--- src/rtl/usb_pkg.sv ---
// usb_pkg: shared types and default constants for the USB read/write transaction sequencer.
package usb_pkg;
  typedef enum logic [2:0] {IDLE, A_REQ, A_WAIT, D_REQ, D_WAIT, OK, FAIL} txn_state_t;
  typedef enum logic [3:0] {
    PID_OUT   = 4'b0001,
    PID_IN    = 4'b1001,
    PID_SETUP = 4'b1101,
    PID_DATA0 = 4'b0011,
    PID_DATA1 = 4'b1011,
    PID_ACK   = 4'b0010,
    PID_NAK   = 4'b1010,
    PID_STALL = 4'b1110
  } pid_t;
  localparam logic [6:0]  DEF_DEV_ADDR    = 7'd5;
  localparam logic [3:0]  DEF_ADDR_ENDP   = 4'd4;
  localparam logic [3:0]  DEF_DATA_ENDP   = 4'd8;
  localparam logic [15:0] DEF_WDOG_CYCLES = 16'd20000;
endpackage

--- src/rtl/usb_rw_txn_ctrl_if.sv ---
// usb_rw_txn_ctrl_if: requester and protocol-FSM signals around the transaction sequencer.
interface usb_rw_txn_ctrl_if;
  logic        req_valid;
  logic        req_read;
  logic [15:0] mem_page;
  logic [63:0] wr_data;
  logic        req_ready;
  logic        done;
  logic        success;
  logic [63:0] rd_data;
  logic        proto_free;
  logic        proto_cancel;
  logic        proto_recv_ready;
  logic [63:0] proto_data_recv;
  logic        send_in;
  logic        input_ready;
  logic [63:0] data_out;
  logic [6:0]  addr_out;
  logic [3:0]  endp_out;
  logic        got_result;
  modport master (
    input  req_valid, req_read, mem_page, wr_data,
    input  proto_free, proto_cancel, proto_recv_ready, proto_data_recv,
    output req_ready, done, success, rd_data,
    output send_in, input_ready, data_out, addr_out, endp_out, got_result
  );
  modport slave (
    output req_valid, req_read, mem_page, wr_data,
    output proto_free, proto_cancel, proto_recv_ready, proto_data_recv,
    input  req_ready, done, success, rd_data,
    input  send_in, input_ready, data_out, addr_out, endp_out, got_result
  );
endinterface

--- src/rtl/usb_rw_txn_ctrl_cnt.sv ---
// usb_rw_txn_ctrl_cnt: generic up-counter with synchronous clear and enable.
module usb_rw_txn_ctrl_cnt #(
  parameter int W = 16
) (
  input  logic         clk,
  input  logic         rst_L,
  input  logic         clr_i,
  input  logic         en_i,
  output logic [W-1:0] cnt_o
);
  logic [W-1:0] cnt_q;
  always_ff @(posedge clk or negedge rst_L)
    if (!rst_L) cnt_q <= '0;
    else cnt_q <= clr_i ? '0 : en_i ? cnt_q + 1'b1 : cnt_q;
  assign cnt_o = cnt_q;
endmodule

--- src/rtl/usb_rw_txn_ctrl.sv ---
// usb_rw_txn_ctrl: sequences a host page request into an address OUT packet followed by a data OUT/IN packet.
module usb_rw_txn_ctrl
  import usb_pkg::*;
#(
  parameter logic [6:0]  DEV_ADDR    = DEF_DEV_ADDR,
  parameter logic [3:0]  ADDR_ENDP   = DEF_ADDR_ENDP,
  parameter logic [3:0]  DATA_ENDP   = DEF_DATA_ENDP,
  parameter logic [15:0] WDOG_CYCLES = DEF_WDOG_CYCLES
) (
  input logic clk,
  input logic rst_L,
  usb_rw_txn_ctrl_if.master bus
);
  txn_state_t  state_q, state_d;
  logic        rd_q, send_in_q, input_ready_q, done_q, success_q, got_result_q;
  logic [63:0] wr_q, rd_data_q, data_out_q;
  logic [6:0]  addr_q;
  logic [3:0]  endp_q;
  logic [15:0] wdog;
  logic        waiting, live, wd, abort, take;
  assign waiting = state_q inside {A_REQ, A_WAIT, D_REQ, D_WAIT};
  // a zero watchdog marks the first cycle in a state, which doubles as launch blanking
  assign live  = wdog != 16'd0;
  assign wd    = wdog == WDOG_CYCLES - 16'd1;
  assign abort = wd || (live && bus.proto_cancel);
  assign take  = state_q == D_WAIT && state_d == OK && rd_q;
  usb_rw_txn_ctrl_cnt #(.W(16)) u_wdog (
    .clk  (clk),
    .rst_L(rst_L),
    .clr_i(state_d != state_q),
    .en_i (waiting),
    .cnt_o(wdog)
  );
  always_comb begin
    state_d = state_q;
    unique case (state_q)
      IDLE:    state_d = bus.req_valid ? A_REQ : IDLE;
      A_REQ:   state_d = wd ? FAIL : bus.proto_free ? A_WAIT : A_REQ;
      A_WAIT:  state_d = abort ? FAIL : (live && bus.proto_free) ? D_REQ : A_WAIT;
      D_REQ:   state_d = wd ? FAIL : bus.proto_free ? D_WAIT : D_REQ;
      D_WAIT:  state_d = abort ? FAIL
                       : (live && (rd_q ? bus.proto_recv_ready : bus.proto_free)) ? OK : D_WAIT;
      default: state_d = IDLE;
    endcase
  end
  always_ff @(posedge clk or negedge rst_L) begin
    if (!rst_L) begin
      state_q       <= IDLE;
      rd_q          <= 1'b0;
      wr_q          <= '0;
      send_in_q     <= 1'b0;
      input_ready_q <= 1'b0;
      done_q        <= 1'b0;
      success_q     <= 1'b0;
      got_result_q  <= 1'b0;
      rd_data_q     <= '0;
      data_out_q    <= '0;
      addr_q        <= '0;
      endp_q        <= '0;
    end else begin
      state_q       <= state_d;
      input_ready_q <= (state_q == A_REQ && state_d == A_WAIT) || (state_q == D_REQ && state_d == D_WAIT);
      done_q        <= state_d inside {OK, FAIL};
      success_q     <= state_d == OK;
      got_result_q  <= take;
      if (take) rd_data_q <= bus.proto_data_recv;
      if (state_q == IDLE && bus.req_valid) begin
        rd_q       <= bus.req_read;
        wr_q       <= bus.wr_data;
        endp_q     <= ADDR_ENDP;
        addr_q     <= DEV_ADDR;
        data_out_q <= {48'b0, bus.mem_page};
      end
      if (state_q == A_WAIT && state_d == D_REQ) begin
        send_in_q  <= rd_q;
        endp_q     <= DATA_ENDP;
        data_out_q <= rd_q ? '0 : wr_q;
      end
      if (state_d == IDLE) send_in_q <= 1'b0;
    end
  end
  assign bus.req_ready   = state_q == IDLE;
  assign bus.done        = done_q;
  assign bus.success     = success_q;
  assign bus.rd_data     = rd_data_q;
  assign bus.send_in     = send_in_q;
  assign bus.input_ready = input_ready_q;
  assign bus.data_out    = data_out_q;
  assign bus.addr_out    = addr_q;
  assign bus.endp_out    = endp_q;
  assign bus.got_result  = got_result_q;
endmodule
--- src/flat_wrapper.sv ---
// flat-port wrapper written by rule: the top's interface ports become plain ports
module usb_rw_txn_ctrl_flat import usb_pkg::*;
#(
  parameter logic [6:0]  DEV_ADDR    = DEF_DEV_ADDR,
  parameter logic [3:0]  ADDR_ENDP   = DEF_ADDR_ENDP,
  parameter logic [3:0]  DATA_ENDP   = DEF_DATA_ENDP,
  parameter logic [15:0] WDOG_CYCLES = DEF_WDOG_CYCLES
)
  (clk, rst_L, bus_req_valid, bus_req_read, bus_mem_page, bus_wr_data, bus_proto_free, bus_proto_cancel, bus_proto_recv_ready, bus_proto_data_recv, bus_req_ready, bus_done, bus_success, bus_rd_data, bus_send_in, bus_input_ready, bus_data_out, bus_addr_out, bus_endp_out, bus_got_result);
  usb_rw_txn_ctrl_if bus_i ();
  input logic clk;
  input logic rst_L;
  input wire logic [$bits(bus_i.req_valid)-1:0] bus_req_valid;
  input wire logic [$bits(bus_i.req_read)-1:0] bus_req_read;
  input wire logic [$bits(bus_i.mem_page)-1:0] bus_mem_page;
  input wire logic [$bits(bus_i.wr_data)-1:0] bus_wr_data;
  input wire logic [$bits(bus_i.proto_free)-1:0] bus_proto_free;
  input wire logic [$bits(bus_i.proto_cancel)-1:0] bus_proto_cancel;
  input wire logic [$bits(bus_i.proto_recv_ready)-1:0] bus_proto_recv_ready;
  input wire logic [$bits(bus_i.proto_data_recv)-1:0] bus_proto_data_recv;
  output wire logic [$bits(bus_i.req_ready)-1:0] bus_req_ready;
  output wire logic [$bits(bus_i.done)-1:0] bus_done;
  output wire logic [$bits(bus_i.success)-1:0] bus_success;
  output wire logic [$bits(bus_i.rd_data)-1:0] bus_rd_data;
  output wire logic [$bits(bus_i.send_in)-1:0] bus_send_in;
  output wire logic [$bits(bus_i.input_ready)-1:0] bus_input_ready;
  output wire logic [$bits(bus_i.data_out)-1:0] bus_data_out;
  output wire logic [$bits(bus_i.addr_out)-1:0] bus_addr_out;
  output wire logic [$bits(bus_i.endp_out)-1:0] bus_endp_out;
  output wire logic [$bits(bus_i.got_result)-1:0] bus_got_result;
  assign bus_i.req_valid = bus_req_valid;
  assign bus_i.req_read = bus_req_read;
  assign bus_i.mem_page = bus_mem_page;
  assign bus_i.wr_data = bus_wr_data;
  assign bus_i.proto_free = bus_proto_free;
  assign bus_i.proto_cancel = bus_proto_cancel;
  assign bus_i.proto_recv_ready = bus_proto_recv_ready;
  assign bus_i.proto_data_recv = bus_proto_data_recv;
  assign bus_req_ready = bus_i.req_ready;
  assign bus_done = bus_i.done;
  assign bus_success = bus_i.success;
  assign bus_rd_data = bus_i.rd_data;
  assign bus_send_in = bus_i.send_in;
  assign bus_input_ready = bus_i.input_ready;
  assign bus_data_out = bus_i.data_out;
  assign bus_addr_out = bus_i.addr_out;
  assign bus_endp_out = bus_i.endp_out;
  assign bus_got_result = bus_i.got_result;
  usb_rw_txn_ctrl #(.DEV_ADDR(DEV_ADDR), .ADDR_ENDP(ADDR_ENDP), .DATA_ENDP(DATA_ENDP), .WDOG_CYCLES(WDOG_CYCLES)) u_core (.clk(clk), .rst_L(rst_L), .bus(bus_i));
endmodule
--- config.mk ---
export PLATFORM = sky130hd
export DESIGN_NAME = usb_rw_txn_ctrl_flat
export DESIGN_NICKNAME = d
export VERILOG_FILES = /design/src/rtl/usb_pkg.sv /design/src/rtl/usb_rw_txn_ctrl_if.sv /design/src/rtl/usb_rw_txn_ctrl_cnt.sv /design/src/rtl/usb_rw_txn_ctrl.sv /design/src/flat_wrapper.sv
export SDC_FILE = /design/constraint.sdc
export NUM_CORES = 1
export LEC_CHECK = 0
export CORE_MARGIN = 2
export CORE_UTILIZATION = 35
export CTS_CLUSTER_SIZE = 24
export DETAILED_ROUTE_END_ITERATION = 16
export HOLD_SLACK_MARGIN = 0.05
export SLEW_MARGIN = 15
export SYNTH_ARGS = -nofsm -noshare
export SYNTH_HDL_FRONTEND = slang
export SYNTH_SLANG_ARGS = --single-unit
--- constraint.sdc ---
create_clock -name clk -period 4.3 [get_ports clk]
set_input_delay 0.86 -clock clk [delete_from_list [all_inputs] [get_ports clk]]
set_output_delay 0.86 -clock clk [all_outputs]
set_load 0.01 [all_outputs]
==> impl_results.md <==
* Busiest layer in global routing: met2
* Ys flop type: sky130_fd_sc_hd__dfrtp_1
* Area Growth Syn to Fin at 44.2%
* EDFF count, synth at 0
* Min Clock Period, post-route at 3.09 ns
* Share of final-layout standard cells stronger than drive strength 1 at 10.9%
* Power density normalized to cell area at 577 mW/mm²
* Routing usage on met3 at 5.20%
* # clock sinks at 220
* Pin count of the biggest net entering global routing at 106
* Initial antenna violation count at 0
* Total of cells resized after clock tree synthesis at 0
* Met1 track demand over resource at 22.5%
* CTS Buffer Depth at 3
* Highest Clock Rate at 0.323 GHz
* Synthesized instance count at 760
* Final setup vio count at 0
* Highest net fanout along the worst path at 10
* Number of vias after detailed routing at 6538
* Multi-input combinational cell area at 0.00320 mm²
* DR pass1 iterations at 4
* Number of top-level pins at 296
* All-Layer GR Usage at 16.8%
* Vias per Instance at 4.73
* Clk slew on worst S/H paths at 0.06 ns
* Final estimated routing congestion in global placement at 0.872
* Worst EP arrival at 2.23 ns
* Warnings, synthesis at 0
* Number of levels in the clock H-tree at 1
* Placement row count at 58
* Crit Path Category: flip-flop to primary output
* Number of global-route vias before repair at 6660
* Hold buffer count at CTS at 0
* Net count of the finished layout at 1189
* Remaining global-route overflow at 0
* Slew margin rel. at 27.9%
* CTS buffer count at 25
* Max_cap viols at 0
* Wire length of the first global-routing pass at 36.0 mm
* Path type of the worst min-delay path: input pin to async pin
* Number of diodes added for antenna fixing at 0
* Static Leakage at 5.98 nW
* Seq/Total Area, Yosys at 61.2%
* Total core area at 0.0252 mm²
* DR iter-0 viols at 381
* WL per Instance at 16.6 µm
* Total of fill cells in the finished design at 2260
* Final wirelength at 23.0 mm
* Slew at the pin closest to its max-slew limit at 1.08 ns
* Sum of net half-perimeters after detailed placement at 15.6 mm
* Met2 usage in global routing at 26.6%
* Die area at 0.0270 mm²
* Average cell area after synthesis at 11.8 µm²
* DRC violations left at 0
* Proportion of register bits with asynchronous set or reset after synthesis at 100%
* Setup repair after global routing missed its margin: false
* Final period util at 71.9%
* Layout Skew at 0.0163 ns
* Critical Path Sink Type: primary output
* DIE WIDTH at 164 µm
* Die outline height at 164 µm
* Required time of the worst setup path at 3.44 ns
* Startpoint Class: flip-flop
* Peak VDD IR at 0.253 mV
* Final slew viol count at 0
* CTS tree: done
* Status: finished clean
* Number of library cell types mapped by synthesis at 55
* Skew-Pair Late Insertion Delay at 0.52 ns
* Accumulated negative setup slack at 0 ns
* Port Buffer Count at 288
* Count of antenna-violating nets left after detailed routing at 0
* Combined area of all synthesized cells at 0.00899 mm²
* Final-report hold violation count at 0
* Clock root buffer master: sky130_fd_sc_hd__clkbuf_16
* Initial Util at 35.7%
* Register area at 0.00551 mm²
* Setup Buffers After CTS at 0
* Utilization after layout at 51.5%
* Synthesized flop and latch total at 220
-- report_power, final --
group | switching (W) | internal [W]
clock | 0.000836 | 0.00129
sequential | 0.000334 | 0.00269
combinational | 0.00115 | 0.00119
-- cells by family (layout without fill, tap and decap cells) --
group	after synthesis	after routing	share of synthesized area [%]
AOI/OAI and AO/OA	67	67	6.22
xor gates and xnor gates	15	15	1.46
adders and majority gates	2	2	0.278
buffers and inverters	65	352	3.80
DFF	220	220	61.2
muxes	97	97	11.7
other	1	7	0.0417
and+or+nand+nor	293	293	15.3
-- cells in the mapped netlist (all sizes together) (2+ instances only) --
cell | number | area share, %
xnor2 | 9 | 0.88
nand2b | 19 | 1.3
o21ai | 4 | 0.22
nor4b | 4 | 0.46
a22o | 48 | 4.7
nand4 | 7 | 0.49
xor2 | 6 | 0.58
a31oi | 2 | 0.14
nor3b | 2 | 0.17
mux2 | 64 | 8.0
nor2 | 10 | 0.42
and2 | 3 | 0.21
clkbuf | 23 | 0.96
nor3 | 23 | 2.0
nand2 | 205 | 8.6
or3 | 4 | 0.28
a21oi | 3 | 0.21
inv | 10 | 0.42
mux2i | 33 | 3.7
nand3 | 2 | 0.11
buf | 32 | 2.4
dfrtp | 220 | 61
and3 | 3 | 0.21
ha | 2 | 0.28
nor4 | 4 | 0.45
-- worst max-delay path, cell delays in order, from the launching register on --
cell	delay [ns]
sky130_fd_sc_hd__dfrtp_1	0.50
sky130_fd_sc_hd__or3_1	0.51
sky130_fd_sc_hd__inv_2	0.16
sky130_fd_sc_hd__clkdlybuf4s50_1	0.55
-- placed cells by master (no fill, tap or decap), drive strengths merged, types with 6 or more instances in the layout --
cell type	synthesis	layout
clkdlybuf4s50	0	287
dfrtp	220	220
nand2	205	205
mux2	64	64
a22o	48	48
clkbuf	23	36
mux2i	33	33
nor3	23	23
nand2b	19	19
inv	10	11
buf	32	11
nor2	10	10
xnor2	9	9
nand4	7	7
conb	1	7
xor2	6	6
-- routing by layer --
metal  vias to the layer above  routed length (µm)
met5                         -                   0
met1                      3136                9860
met2                       254               10400
met3                        32                2290
li1                       3116                   -
met4                         0                 411
-- sequential cells by signal, indices dropped and copies added, names as in the netlist --
name                    cells
u_core.rd_q                 1
u_core.wr_q                64
u_core.bus.done             1
u_core.bus.data_out        64
u_core.bus.rd_data         64
u_core.bus.addr_out         1
u_core.bus.endp_out         2
u_core.u_wdog.cnt_o        16
u_core.state_q              3
u_core.bus.send_in          1
u_core.bus.input_ready      1
u_core.bus.got_result       1
u_core.bus.success          1
-- final cells by class --
class,count,area share [%]
Inverter,10,0.289
Timing Repair Buffer,298,23.0
Tap cell,330,3.18
Clock inverter,8,0.762
Multi-Input combinational cell,481,24.7
Sequential cell,220,42.4
Clock buffer,36,5.60
-- path summary, 6_finish.rpt --
| kind | from | slack, ns | to | cells after the start |
|---|---|---|---|---|
| worst min-delay path | rst_L | 0.38 | u_core.bus.rd_data[34] | 1 |
| worst max-delay path | u_core.state_q[2] | 1.21 | bus_req_ready | 3 |
| min in group clk | u_core.wr_q[43] | 0.47 | u_core.wr_q[43] | 2 |
| worst min register to register | u_core.wr_q[43] | 0.47 | u_core.wr_q[43] | 2 |
| max in group asynchronous | rst_L | 3.02 | u_core.wr_q[27] | 2 |
| worst max register to register | u_core.u_wdog.cnt_o[8] | 1.56 | u_core.u_wdog.cnt_o[15] | 5 |
-- through the flow --
| step | worst slack, ns | total power, W | hold slack (ns) | instance area [µm²] | cells |
|---|---|---|---|---|---|
| after floorplan | 2.04 | 0.00428 | 0.447 | 9020 | 766 |
| after global placement | 1.10 | 0.00539 | 0.458 | 12100 | 1339 |
| after detailed placement | 1.09 | 0.00544 | 0.463 | 12100 | 1339 |
| after CTS | 1.18 | 0.00761 | 0.421 | 13000 | 1383 |
| after global routing | 1.12 | 0.00800 | 0.448 | 13000 | 1383 |
| final | 1.21 | 0.00749 | 0.379 | 13000 | 1383 |
Power figures use the tool's default switching activity.
